==> config.mk <==
export PLATFORM = sky130hd
export DESIGN_NAME = ahb_lite_bus_arbiter_flat
export DESIGN_NICKNAME = d
export VERILOG_FILES = /design/src/rtl/ahb_lite_bus_arbiter_pkg.sv /design/src/rtl/ahb_lite_bus_arbiter_if.sv /design/src/rtl/ahb_lite_bus_arbiter_rr_pick.sv /design/src/rtl/ahb_lite_bus_arbiter.sv /design/src/flat_wrapper.sv
export SDC_FILE = /design/constraint.sdc
export NUM_CORES = 1
export LEC_CHECK = 0
export CORE_AREA = 2 2 94 96
export DETAILED_ROUTE_END_ITERATION = 8
export DIE_AREA = 0 0 96 98
export HOLD_SLACK_MARGIN = 0.15
export PLACE_DENSITY = 0.68
export SLEW_MARGIN = 20
export SYNTH_ARGS = -nofsm -noshare
export SYNTH_HDL_FRONTEND = slang
export SYNTH_SLANG_ARGS = --single-unit
==> constraint.sdc <==
create_clock -name HCLK -period 2.7 [get_ports HCLK]
set_clock_uncertainty 0.1 [all_clocks]
set_input_delay 0.27 -clock HCLK [delete_from_list [all_inputs] [get_ports HCLK]]
set_output_delay 0.27 -clock HCLK [all_outputs]
set_load 0.1 [all_outputs]
==> src/rtl/ahb_lite_bus_arbiter_pkg.sv <==
// Shared AHB-Lite definitions for the multi-master bus arbiter.
// Bus widths, transfer/burst/response encodings and the burst-length helper.
package ahb_lite_bus_arbiter_pkg;

    localparam int ADDRWIDTH        = 32;
    localparam int DATAWIDTH        = 32;
    localparam int DATATRANFER_SIZE = 3;
    localparam int NUM_MASTERS_MAX  = 4;

    typedef enum logic [1:0] {
        IDLE   = 2'b00,
        BUSY   = 2'b01,
        NONSEQ = 2'b10,
        SEQ    = 2'b11
    } Trans_t;

    typedef enum logic [2:0] {
        SINGLE = 3'b000,
        INCR   = 3'b001,
        WRAP4  = 3'b010,
        INCR4  = 3'b011,
        WRAP8  = 3'b100,
        INCR8  = 3'b101,
        WRAP16 = 3'b110,
        INCR16 = 3'b111
    } BType_t;

    typedef enum logic {
        OKAY  = 1'b0,
        ERROR = 1'b1
    } Response_t;

    // Undefined-length bursts (SINGLE, INCR) report zero so they never hold the bus.
    function automatic logic [4:0] burst_beats(BType_t burst);
        case (burst)
            WRAP4, INCR4:   return 5'd4;
            WRAP8, INCR8:   return 5'd8;
            WRAP16, INCR16: return 5'd16;
            default:        return 5'd0;
        endcase
    endfunction

endpackage

==> src/rtl/ahb_lite_bus_arbiter_if.sv <==
// Master-side request bundle and shared-bus outputs of the AHB-Lite arbiter.
// The arbiter sits on the slave modport; the masters (or a bench) use the master modport.
interface ahb_lite_bus_arbiter_if
    import ahb_lite_bus_arbiter_pkg::*;
#(
    parameter int NUM_MASTERS = 2
);

    logic [NUM_MASTERS-1:0]                  HBUSREQ;
    logic [NUM_MASTERS-1:0]                  HLOCK;
    logic [NUM_MASTERS*ADDRWIDTH-1:0]        M_HADDR;
    logic [NUM_MASTERS*2-1:0]                M_HTRANS;
    logic [NUM_MASTERS-1:0]                  M_HWRITE;
    logic [NUM_MASTERS*DATATRANFER_SIZE-1:0] M_HSIZE;
    logic [NUM_MASTERS*3-1:0]                M_HBURST;
    logic [NUM_MASTERS*4-1:0]                M_HPROT;
    logic [NUM_MASTERS*DATAWIDTH-1:0]        M_HWDATA;
    logic                                    HREADY;

    logic [NUM_MASTERS-1:0]                  HGRANT;
    logic [1:0]                              HMASTER;
    logic [ADDRWIDTH-1:0]                    HADDR;
    logic [1:0]                              HTRANS;
    logic                                    HWRITE;
    logic [DATATRANFER_SIZE-1:0]             HSIZE;
    logic [2:0]                              HBURST;
    logic [3:0]                              HPROT;
    logic                                    HMASTLOCK;
    logic [DATAWIDTH-1:0]                    HWDATA;

    modport master (
        output HBUSREQ, HLOCK, M_HADDR, M_HTRANS, M_HWRITE, M_HSIZE,
               M_HBURST, M_HPROT, M_HWDATA, HREADY,
        input  HGRANT, HMASTER, HADDR, HTRANS, HWRITE, HSIZE, HBURST,
               HPROT, HMASTLOCK, HWDATA
    );

    modport slave (
        input  HBUSREQ, HLOCK, M_HADDR, M_HTRANS, M_HWRITE, M_HSIZE,
               M_HBURST, M_HPROT, M_HWDATA, HREADY,
        output HGRANT, HMASTER, HADDR, HTRANS, HWRITE, HSIZE, HBURST,
               HPROT, HMASTLOCK, HWDATA
    );

endinterface

==> src/rtl/ahb_lite_bus_arbiter_rr_pick.sv <==
// Round-robin winner search: first requester scanning circularly from last+1.
// The last owner is considered only after every other master, so it wins only when alone.
module ahb_rr_pick #(
    parameter int NUM_MASTERS = 2
) (
    input  logic [NUM_MASTERS-1:0] req,
    input  logic [1:0]             last,
    output logic [1:0]             next,
    output logic                   valid
);

    logic cand_hit_s;

    // Scan farthest-first so the nearest requester after 'last' is written last and wins.
    always_comb begin
        next       = last;
        valid      = 1'b0;
        cand_hit_s = 1'b0;
        for (int k = NUM_MASTERS; k >= 1; k--) begin
            for (int j = 0; j < NUM_MASTERS; j++) begin
                cand_hit_s = req[j] && (((int'(last) + k) % NUM_MASTERS) == j);
                next       = cand_hit_s ? 2'(j) : next;
                valid      = valid | cand_hit_s;
            end
        end
    end

endmodule

==> src/rtl/ahb_lite_bus_arbiter.sv <==
// Round-robin AHB-Lite arbiter: grants the shared address bus at burst boundaries,
// honours HLOCK, and steers HWDATA from the master owning the current data phase.
module ahb_lite_bus_arbiter
    import ahb_lite_bus_arbiter_pkg::*;
#(
    parameter int NUM_MASTERS = 2
) (
    input  logic                   HCLK,
    input  logic                   HRESET,
    ahb_lite_bus_arbiter_if.slave  bus
);

    logic [1:0]                  owner_r;
    logic [1:0]                  downer_r;
    logic [4:0]                  beats_r;

    logic [4:0]                  beats_next_s;
    logic [4:0]                  burst_len_s;
    logic                        arb_point_s;
    logic [1:0]                  pick_idx_s;
    logic                        pick_valid_s;

    logic [ADDRWIDTH-1:0]        sel_addr_s;
    logic [1:0]                  sel_trans_s;
    logic                        sel_write_s;
    logic [DATATRANFER_SIZE-1:0] sel_size_s;
    logic [2:0]                  sel_burst_s;
    logic [3:0]                  sel_prot_s;
    logic                        sel_lock_s;
    logic                        sel_req_s;
    logic [DATAWIDTH-1:0]        sel_wdata_s;
    Trans_t                      owner_trans_s;
    BType_t                      owner_burst_s;

    // AND-OR select of the address-phase owner's fields and the data-phase owner's write data.
    always_comb begin
        sel_addr_s  = '0;
        sel_trans_s = '0;
        sel_write_s = 1'b0;
        sel_size_s  = '0;
        sel_burst_s = '0;
        sel_prot_s  = '0;
        sel_lock_s  = 1'b0;
        sel_req_s   = 1'b0;
        sel_wdata_s = '0;
        for (int i = 0; i < NUM_MASTERS; i++) begin
            sel_addr_s  |= bus.M_HADDR[i*ADDRWIDTH +: ADDRWIDTH] & {ADDRWIDTH{owner_r == 2'(i)}};
            sel_trans_s |= bus.M_HTRANS[i*2 +: 2] & {2{owner_r == 2'(i)}};
            sel_write_s |= bus.M_HWRITE[i] & (owner_r == 2'(i));
            sel_size_s  |= bus.M_HSIZE[i*DATATRANFER_SIZE +: DATATRANFER_SIZE]
                           & {DATATRANFER_SIZE{owner_r == 2'(i)}};
            sel_burst_s |= bus.M_HBURST[i*3 +: 3] & {3{owner_r == 2'(i)}};
            sel_prot_s  |= bus.M_HPROT[i*4 +: 4] & {4{owner_r == 2'(i)}};
            sel_lock_s  |= bus.HLOCK[i] & (owner_r == 2'(i));
            sel_req_s   |= bus.HBUSREQ[i] & (owner_r == 2'(i));
            sel_wdata_s |= bus.M_HWDATA[i*DATAWIDTH +: DATAWIDTH] & {DATAWIDTH{downer_r == 2'(i)}};
        end
        owner_trans_s = Trans_t'(sel_trans_s);
        owner_burst_s = BType_t'(sel_burst_s);
    end

    // Remaining-beat bookkeeping; only beats the slave accepts move the counter.
    always_comb begin
        burst_len_s  = burst_beats(owner_burst_s);
        beats_next_s = beats_r;
        if (bus.HREADY) begin
            case (owner_trans_s)
                NONSEQ:  beats_next_s = (burst_len_s == 5'd0) ? 5'd0 : burst_len_s - 5'd1;
                SEQ:     beats_next_s = (beats_r != 5'd0) ? beats_r - 5'd1 : 5'd0;
                IDLE:    beats_next_s = 5'd0;
                default: beats_next_s = beats_r;
            endcase
        end else begin
            beats_next_s = beats_r;
        end
    end

    // An INCR burst keeps the bus while its master still requests and is transferring.
    always_comb begin
        arb_point_s = bus.HREADY
                      && !sel_lock_s
                      && (beats_next_s == 5'd0)
                      && (owner_trans_s != BUSY)
                      && ((owner_burst_s != INCR) || (owner_trans_s == IDLE) || !sel_req_s);
    end

    ahb_rr_pick #(
        .NUM_MASTERS (NUM_MASTERS)
    ) u_rr_pick (
        .req   (bus.HBUSREQ),
        .last  (owner_r),
        .next  (pick_idx_s),
        .valid (pick_valid_s)
    );

    // Owner, data-phase owner and beat counter; master 0 is parked out of reset.
    always_ff @(posedge HCLK) begin
        if (HRESET) begin
            owner_r  <= 2'd0;
            downer_r <= 2'd0;
            beats_r  <= 5'd0;
        end else begin
            beats_r <= beats_next_s;
            if (bus.HREADY) begin
                downer_r <= owner_r;
            end
            if (arb_point_s && pick_valid_s) begin
                owner_r <= pick_idx_s;
            end
        end
    end

    // Shared-bus drive; HTRANS is held at IDLE while reset is asserted.
    always_comb begin
        bus.HGRANT = '0;
        for (int i = 0; i < NUM_MASTERS; i++) begin
            bus.HGRANT[i] = (owner_r == 2'(i));
        end
        bus.HMASTER   = owner_r;
        bus.HADDR     = sel_addr_s;
        bus.HTRANS    = HRESET ? IDLE : owner_trans_s;
        bus.HWRITE    = sel_write_s;
        bus.HSIZE     = sel_size_s;
        bus.HBURST    = sel_burst_s;
        bus.HPROT     = sel_prot_s;
        bus.HMASTLOCK = sel_lock_s;
        bus.HWDATA    = sel_wdata_s;
    end

endmodule

==> src/flat_wrapper.sv <==
// flat-port wrapper written by rule: the top's interface ports become plain ports
module ahb_lite_bus_arbiter_flat import ahb_lite_bus_arbiter_pkg::*;
#(
    parameter int NUM_MASTERS = 2
)
  (HCLK, HRESET, bus_HBUSREQ, bus_HLOCK, bus_M_HADDR, bus_M_HTRANS, bus_M_HWRITE, bus_M_HSIZE, bus_M_HBURST, bus_M_HPROT, bus_M_HWDATA, bus_HREADY, bus_HGRANT, bus_HMASTER, bus_HADDR, bus_HTRANS, bus_HWRITE, bus_HSIZE, bus_HBURST, bus_HPROT, bus_HMASTLOCK, bus_HWDATA);
  ahb_lite_bus_arbiter_if #(.NUM_MASTERS(NUM_MASTERS)) bus_i ();
  input  logic HCLK;
  input  logic HRESET;
  input wire logic [$bits(bus_i.HBUSREQ)-1:0] bus_HBUSREQ;
  input wire logic [$bits(bus_i.HLOCK)-1:0] bus_HLOCK;
  input wire logic [$bits(bus_i.M_HADDR)-1:0] bus_M_HADDR;
  input wire logic [$bits(bus_i.M_HTRANS)-1:0] bus_M_HTRANS;
  input wire logic [$bits(bus_i.M_HWRITE)-1:0] bus_M_HWRITE;
  input wire logic [$bits(bus_i.M_HSIZE)-1:0] bus_M_HSIZE;
  input wire logic [$bits(bus_i.M_HBURST)-1:0] bus_M_HBURST;
  input wire logic [$bits(bus_i.M_HPROT)-1:0] bus_M_HPROT;
  input wire logic [$bits(bus_i.M_HWDATA)-1:0] bus_M_HWDATA;
  input wire logic [$bits(bus_i.HREADY)-1:0] bus_HREADY;
  output wire logic [$bits(bus_i.HGRANT)-1:0] bus_HGRANT;
  output wire logic [$bits(bus_i.HMASTER)-1:0] bus_HMASTER;
  output wire logic [$bits(bus_i.HADDR)-1:0] bus_HADDR;
  output wire logic [$bits(bus_i.HTRANS)-1:0] bus_HTRANS;
  output wire logic [$bits(bus_i.HWRITE)-1:0] bus_HWRITE;
  output wire logic [$bits(bus_i.HSIZE)-1:0] bus_HSIZE;
  output wire logic [$bits(bus_i.HBURST)-1:0] bus_HBURST;
  output wire logic [$bits(bus_i.HPROT)-1:0] bus_HPROT;
  output wire logic [$bits(bus_i.HMASTLOCK)-1:0] bus_HMASTLOCK;
  output wire logic [$bits(bus_i.HWDATA)-1:0] bus_HWDATA;
  assign bus_i.HBUSREQ = bus_HBUSREQ;
  assign bus_i.HLOCK = bus_HLOCK;
  assign bus_i.M_HADDR = bus_M_HADDR;
  assign bus_i.M_HTRANS = bus_M_HTRANS;
  assign bus_i.M_HWRITE = bus_M_HWRITE;
  assign bus_i.M_HSIZE = bus_M_HSIZE;
  assign bus_i.M_HBURST = bus_M_HBURST;
  assign bus_i.M_HPROT = bus_M_HPROT;
  assign bus_i.M_HWDATA = bus_M_HWDATA;
  assign bus_i.HREADY = bus_HREADY;
  assign bus_HGRANT = bus_i.HGRANT;
  assign bus_HMASTER = bus_i.HMASTER;
  assign bus_HADDR = bus_i.HADDR;
  assign bus_HTRANS = bus_i.HTRANS;
  assign bus_HWRITE = bus_i.HWRITE;
  assign bus_HSIZE = bus_i.HSIZE;
  assign bus_HBURST = bus_i.HBURST;
  assign bus_HPROT = bus_i.HPROT;
  assign bus_HMASTLOCK = bus_i.HMASTLOCK;
  assign bus_HWDATA = bus_i.HWDATA;
  ahb_lite_bus_arbiter #(.NUM_MASTERS(NUM_MASTERS)) u_core (.HCLK(HCLK), .HRESET(HRESET), .bus(bus_i));
endmodule
-- After elaboration in Yosys (flattened, before gate mapping)
Index checks and enable logic that the tools add are counted.
- register bits after elaboration: 9
- input port bits: 161
- output and inout port bits: 82
- word-level logic and storage cells: 89
- $add $sub $neg: 4
- eq/ne operators: 14
- muxes and demuxes: 10
- bitwise operators: 32
- reduce and logical (&&, ||, !) cells: 26
- operators by type and width (operator ; number):
    bitwise AND 32 bit ; 4
    zero test 32 bit ; 2
    OR 32 bit ; 2
    one-hot mux 5 bit (3 select lines) ; 2
    2-to-1 mux 5 bit ; 3
    bitwise AND 3 bit ; 4
    equality test 3 bit, second input constant ; 4
    zero test 5 bit ; 2
    2-to-1 mux 2 bit ; 5
    subtractor 5 x 1 -> 5 bit, second input constant ; 2
    logical AND 1 bit ; 9
    bitwise AND 4 bit ; 2
    equality test 2 bit, second input constant ; 4
    bitwise AND 1 bit ; 6
    equality test 3 x 2 -> 1 bit, second input constant ; 2
    zero test 2 bit ; 3
    OR 1 bit ; 6
    OR 3 bit ; 2
    OR reduction 2 bit ; 3
    nonzero test 5 bit ; 1
    bitwise AND 2 bit ; 2
    equality test 2 x 1 -> 1 bit, second input constant ; 2
    OR 4 bit ; 1
    nonzero test 4 bit ; 1
    other kinds (8) ; 12

-- Depth between registers and ports, before layout
Gate-level depths: netlist of the first run.
- depth after elaboration: 16
- gate-level depth with buffers: 8
- gate-level depth less buffers: 8

-- Modules after synthesis
Synthesis of the first run repeated with hierarchy kept, for this count alone.
- cell total of the unflattened synthesis: 253
- area total of the unflattened synthesis: 1800.5 µm²
- by module, submodules not included (module ; times used ; cells each ; area each (µm²) ; seq. area each (µm²)):
    ahb_lite_bus_arbiter ; 1 ; 248 ; 1767.9 ; 180.2
    ahb_rr_pick ; 1 ; 5 ; 32.5 ; 0.0

-- Worst setup path before layout of the first run
Ideal clock, no wire load.
- path type: register to output
- start point: register u_core.owner_r[0] (netlist: u_core.bus.HMASTER[0])
- end point: output bus_HTRANS[1]
- data arrival time: 2.755 ns
- path slack: -0.425 ns
- stages on the path, launching flop included: 3
- buffers on the path: 0
- path through: dfxtp_1 -> mux2_4 -> nor2b_1
- longest elaborated chain between the ends: 4
- elaborated cells on any way between the ends: 6
- those cells by class: eq/ne (1); mux (1); bitwise (3); reduce/logical (1)
- RTL lines (what ; RTL line ; RTL):
    start: declaration ; ahb_lite_bus_arbiter.sv:13 ; logic [1:0] owner_r;
    start signal: assignment ; ahb_lite_bus_arbiter.sv:108 ; owner_r <= pick_idx_s;
    equality test 2 x 1 -> 1 bit / zero test 2 bit (equally long branches) ; ahb_lite_bus_arbiter.sv:48 ; sel_trans_s |= bus.M_HTRANS[i*2 +: 2] & {2{owner_r == 2'(i)}};
    bitwise AND 2 bit ; ahb_lite_bus_arbiter.sv:48 ;
    OR 2 bit (*) ; ahb_lite_bus_arbiter.sv:48 ;
    2-to-1 mux 2 bit (*) ; ahb_lite_bus_arbiter.sv:121 ; bus.HTRANS = HRESET ? IDLE : owner_trans_s;
    end: declaration ; flat_wrapper.sv:23 ; output wire logic [$bits(bus_i.HTRANS)-1:0] bus_HTRANS;
Every way passes the cells marked *; elsewhere a longest branch is shown, timed or not.

-- Final worst setup path of the first run
- start point: register u_core.owner_r[0] (netlist: u_core.bus.HMASTER[0])
- end point: output bus_HADDR[0]
- longest elaborated chain between the ends: 3
- elaborated cells on any way between the ends: 5
- those cells by class: eq/ne (1); bitwise (3); reduce/logical (1)
- RTL lines (what ; RTL line ; RTL):
    equality test 2 x 1 -> 1 bit / zero test 2 bit (equally long branches) ; ahb_lite_bus_arbiter.sv:47 ; sel_addr_s |= bus.M_HADDR[i*ADDRWIDTH +: ADDRWIDTH] & {ADDRWIDTH{owner_r == 2'(i)}};
    bitwise AND 32 bit ; ahb_lite_bus_arbiter.sv:47 ;
    OR 32 bit (*) ; ahb_lite_bus_arbiter.sv:47 ;
    end: declaration ; flat_wrapper.sv:22 ; output wire logic [$bits(bus_i.HADDR)-1:0] bus_HADDR;
Marked as above.

==> impl_metrics.tcl, run 1 <==
set metrics [dict create \
    crit_fanout 23 \
    end_kind "output port" \
    ys_ff_latch 7 \
    area_growth_pct 220 \
    grt_usage 0.183 \
    crit_chain "buf_4 > mux2_1 > buf_12" \
    fmax_mhz 456 \
    clkTransAtPathRegs_ps 40 \
    met3_wirelength_microns 789 \
    cts-hold-fix-buffers 0 \
    initial_core_util 0.180 \
    rr_startpoint "u_core.bus.HMASTER[0]" \
    worstHoldStart "u_core.beats_r[4]" \
    die_x_microns 96 \
    yosysUniqueCellTypes 42 \
    dieArea_sq_um 9410 \
    switchingPower_uw 812 \
    cpMaxStageDelayCell "dfxtp_2" \
    status "complete, no violations" \
    r2r_cells 5 \
    diodes 0 \
    cts_tree "yes" \
    peakVddDrop_uv 221 \
    die-height_microns 98 \
    post_drt_wl_per_cell_microns 17.3 \
    startpoint_type "register" \
    cts_post_setup_buffers_inserted 0 \
    ioPinCount 243 \
    io_buffers 241 \
    drive_gt1_frac 0.266 \
    critPathArrivalTime_ps 1820 \
    first_pass_iters 4 \
    r2r-end "u_core.bus.HMASTER[0]" \
    grt_pass1_vias 2498 \
    r2r_slack_ps 530 \
    setup-violations-final 0 \
    maxUsedRoutingLayer "met4" \
    path_class "reg2out" \
    period_minus_slack_ps 2190 \
    period_share 0.812 \
    hold_violations 0 \
    hold_depth 2 \
    worstSkewPairLatency_ps 220 \
    final_antenna_net_count 0 \
    cts_buffers 3 \
    cts_buffer_depth 2 \
    overflow 0 \
    switching_share 0.510 \
    async_flop_share 0 \
    avgSynthCellArea_sq_um 9.28 \
    nets 562 \
    p_comb_frac 0.837 \
    regArea_sq_um 141 \
    max_cap_violations 0 \
    coreArea_sq_um 8470 \
    grt_max_degree 34 \
    wl_microns 8760 \
    synth_edf_count 0 \
    syn_nets 327 \
    dp.final_hpwl_microns 7850 \
    p_per_area_nw_per_um2 327 \
    total_power_mw 1.59 \
    p_int_uw 780 \
    dp_cells 502 \
    gp_congestion 0.833 \
    wl_met2_microns 4810 \
    maxSlewViolCount 0 \
    multi_input_area_sq_um 1300 \
    yosysWarnings 0 \
    antenna_found_initial 0 \
    seqPwrFrac 0.074 \
    required_ps 2330 \
    h-tree-depth 1 \
    mostFrequentLayoutCell "clkdlybuf4s50_1" \
    drtIter0Drc 44 \
    slowest_delay_ps 590 \
    synth-seq-area-share 0.0920 \
    rsz0062_at_grt "no" \
    whs_endpoint "u_core.beats_r[4]" \
    layout_common_cells "clkdlybuf4s50_1, buf_12, mux2_1" \
    netlist_instances 164 \
    num_rows 34 \
    ys.flop_type "dfxtp_1" \
    cts_root_buf "clkbuf_8" \
    fillers 716 \
    finalSetupTns_ps 0 \
    grt_pass1_wl_microns 13000 \
    clock_sinks 7 \
    leakage_nw 1.95 \
    viasPerCell 4.39 \
    instances_no_fill 506 \
    drcViolationCount 0 \
    min_path_type "reg2reg" \
    ctsResizeCount 0 \
    netlist_area_sq_um 1520 \
    vias 2223 \
    drt-met1-wl_microns 2910 \
    clockPowerShare 0.089 \
]
## layer usage
layer / track usage / vias up
met5: 0 / -
met4: 0.0692 / 0
met3: 0.0579 / 18
met2: 0.336 / 119
met1: 0.188 / 1013
li1: - / 1073
## registers in the layout, indices dropped and copies added, names as in the netlist
signal and cells:
u_core.bus.HMASTER 1, u_core.beats_r 5, u_core.downer_r 1
## power by group through the flow
stage	clock (mW)	combinational (mW)	sequential (mW)
final	0.142	1.33	0.117
after global routing	0.152	1.37	0.118
after CTS	0.147	1.34	0.117
after detailed placement	0	1.34	0.119
after global placement	0	1.32	0.119
after floorplan	0	0.723	0.119
## metrics by stage
stage          setup WS (ps)  instance area, sq um   util  hold slack (ps)
3_5_place_dp             507                  4820  0.570              461
2_1_floorplan            144                  1530      -              326
3_3_place_gp             587                  4820  0.570              472
6_report                 509                  4870  0.575              471
4_1_cts                  500                  4870  0.575              469
5_1_grt                  388                  4870  0.575              571
## critical path: cells and delay by family, from the launching register on
family | cells | cell delay, ps
multiplexers | 1 | 420
buffers and inverters | 2 | 580
flip-flops | 1 | 590
## synthesized netlist by cell type (2+ instances only)
| library cell | n | area share |
|---|---|---|
| a21oi_1 | 2 | 0.0066 |
| and3_1 | 2 | 0.0082 |
| buf_1 | 2 | 0.0049 |
| buf_2 | 5 | 0.016 |
| buf_4 | 2 | 0.0099 |
| clkbuf_1 | 4 | 0.0099 |
| dfxtp_1 | 7 | 0.092 |
| ha_1 | 2 | 0.016 |
| inv_1 | 2 | 0.0049 |
| mux2_1 | 68 | 0.50 |
| mux2_2 | 8 | 0.059 |
| mux2_4 | 2 | 0.020 |
| mux2i_1 | 4 | 0.026 |
| nand2_1 | 4 | 0.0099 |
| nand3b_1 | 2 | 0.0099 |
| nand4_1 | 3 | 0.012 |
| nor2_1 | 14 | 0.035 |
| nor2b_1 | 4 | 0.016 |
| nor3_1 | 3 | 0.0099 |
| xnor2_1 | 2 | 0.012 |
## final cells by class
cell class / instances / share of cell area
clock buffer: 4 / 0.00925
inverter: 3 / 0.00231
timing repair buffer: 244 / 0.664
sequential: 7 / 0.0290
tap: 108 / 0.0278
multi-input combinational: 140 / 0.268
## how the worst max path moves through the flow
stage | start | end | slack [ps] | cells after the start
floorplan | u_core.bus.HMASTER[0] | u_core.bus.HMASTER[0] | 140 | 7
global placement | bus_M_HTRANS[2] | u_core.bus.HMASTER[0] | 590 | 6
detailed placement | bus_M_HTRANS[2] | u_core.bus.HMASTER[0] | 510 | 6
CTS | u_core.bus.HMASTER[0] | bus_HADDR[0] | 500 | 3
global route | u_core.bus.HMASTER[0] | u_core.bus.HMASTER[0] | 390 | 5
finish | u_core.bus.HMASTER[0] | bus_HADDR[0] | 510 | 3
## logic make-up after synthesis
family / after synthesis / synth area share
AND/OR/NAND/NOR: 41 / 0.154
XOR/XNOR: 2 / 0.0115
multiplexers: 82 / 0.608
other: 1 / 0.00246
buffers and inverters: 17 / 0.0559
AO/OA/AOI/OAI: 12 / 0.0592
flip-flops: 7 / 0.0920
adder cells (fa/ha/maj): 2 / 0.0164
No activity file was read; power rests on OpenSTA's default activity.
==> run 2, diff against run 1 <==
--- a/config.mk
+++ b/config.mk
@@ -5,11 +5,11 @@
 export SDC_FILE = /design/constraint.sdc
 export NUM_CORES = 1
 export LEC_CHECK = 0
-export CORE_AREA = 2 2 94 96
+export CORE_AREA = 2 2 95 97
 export DETAILED_ROUTE_END_ITERATION = 8
-export DIE_AREA = 0 0 96 98
+export DIE_AREA = 0 0 97 99
 export HOLD_SLACK_MARGIN = 0.15
-export PLACE_DENSITY = 0.68
+export PLACE_DENSITY = 0.67
 export SLEW_MARGIN = 20
 export SYNTH_ARGS = -nofsm -noshare
 export SYNTH_HDL_FRONTEND = slang
==> constraint.sdc (replaced) <==
create_clock -name HCLK -period 2.29 [get_ports HCLK]
set_clock_uncertainty 0.1 [all_clocks]
set_input_delay 0.229 -clock HCLK [delete_from_list [all_inputs] [get_ports HCLK]]
set_output_delay 0.229 -clock HCLK [all_outputs]
set_load 0.1 [all_outputs]
==> impl_metrics.tcl, run 2 (synthesis results as in run 1) <==
set metrics [dict create \
    status "complete, no violations" \
    cts_root_buf "clkbuf_8" \
    regMostFlops "u_core.beats_r" \
    placed_area_sq_um 4830 \
    area_growth_pct 221 \
    finish.utilization 0.571 \
    gp_congestion 0.903 \
    ioPinCount 243 \
    p_per_area_nw_per_um2 386 \
    cts_buffers 3 \
    maxSlewViolCount 0 \
    fmax_mhz 479 \
    fin_area_sq_um 4880 \
    cts_post_setup_buffers_inserted 0 \
    drcViolationCount 0 \
    crit_fanout 40 \
    cts_buffer_depth 2 \
    h-tree-depth 1 \
    period_minus_slack_ps 2090 \
    coreArea_sq_um 8550 \
    dieArea_sq_um 9600 \
    post_drt_wl_per_cell_microns 18.2 \
    grt_pass1_wl_microns 13500 \
    initial_core_util 0.178 \
    cts_tree "yes" \
    min_path_type "reg2reg" \
    num_rows 34 \
    dp.final_hpwl_microns 8250 \
    die-height_microns 99 \
    final.setup.worst_slack_ps 202 \
    startpoint_type "register" \
    grt_pass1_vias 2463 \
    instances_no_fill 508 \
    final_antenna_net_count 0 \
    grt_max_degree 41 \
    period_share 0.912 \
    clkTransAtPathRegs_ps 40 \
    viasPerCell 4.31 \
    nets 563 \
    antenna_found_initial 0 \
    setup-violations-final 0 \
    hold_depth 2 \
    layout_common_cells "clkdlybuf4s50_1, buf_12, mux2_1" \
    worstSkewPairLatency_ps 220 \
    path_class "reg2out" \
    place_ws_ps 207 \
    drive_gt1_frac 0.276 \
    first_pass_iters 4 \
    cts-hold-fix-buffers 0 \
    wl_microns 9260 \
    required_ps 1960 \
    largest_reg_flops 5 \
    leakage_nw 1.96 \
    overflow 0 \
    grt_usage 0.180 \
    r2r_cells 5 \
    hold_violations 0 \
    total_power_mw 1.88 \
    dp_cells 503 \
    io_buffers 241 \
    peakVddDrop_uv 198 \
    finalSetupTns_ps 0 \
    mostFrequentLayoutCell "clkdlybuf4s50_1" \
    vias 2192 \
    max_cap_violations 0 \
    drtIter0Drc 47 \
    end_kind "output port" \
    whs_ps 475 \
    die_x_microns 97 \
    rsz0062_at_grt "no" \
    critPathArrivalTime_ps 1760 \
    clock_sinks 7 \
]
-- run 2: worst paths after layout --
check                             start                     to  slack [ps]
setup / recovery  u_core.bus.HMASTER[0]          bus_HADDR[10]         200
hold / removal        u_core.beats_r[4]      u_core.beats_r[4]         470
setup reg to reg  u_core.bus.HMASTER[0]  u_core.bus.HMASTER[0]         230
hold reg to reg       u_core.beats_r[4]      u_core.beats_r[4]         470
-- run 2: per-layer routing --
metal / vias to the layer above / track usage / routed length [microns]
met4: 0 / 0.0466 / 186
met3: 14 / 0.0560 / 881
met2: 112 / 0.317 / 4700
met1: 990 / 0.213 / 3500
met5: - / 0 / 0
li1: 1076 / - / -
-- run 2: area by class of cell --
| cell class | instances | area (sq um) |
|---|---|---|
| fillers | 727 | 3670 |
| repair buffers | 245 | 3240 |
| multi-input cells | 140 | 1300 |
| flip-flops and latches | 7 | 144 |
| well taps | 108 | 135 |
| clock buffers | 4 | 45.0 |
| inverters | 3 | 11.3 |
| diodes | 1 | 2.50 |
-- run 2: critical path, stage by stage, from the launching register on --
cell	delay, ps
dfxtp_4	520
buf_6	380
mux2_1	420
buf_12	190
-- run 2: power breakdown --
group | total (mW) | internal [mW] | switching, mW
combinational | 1.58 | 0.675 | 0.900
clock | 0.170 | 0.120 | 0.0502
sequential | 0.138 | 0.128 | 0.0104
-- run 2: repair_timing --
action / CTS / global route
endpoints found under the hold margin: 0 / 0
gates resized for setup: 0 / 1
endpoints found under the setup margin: 0 / 1
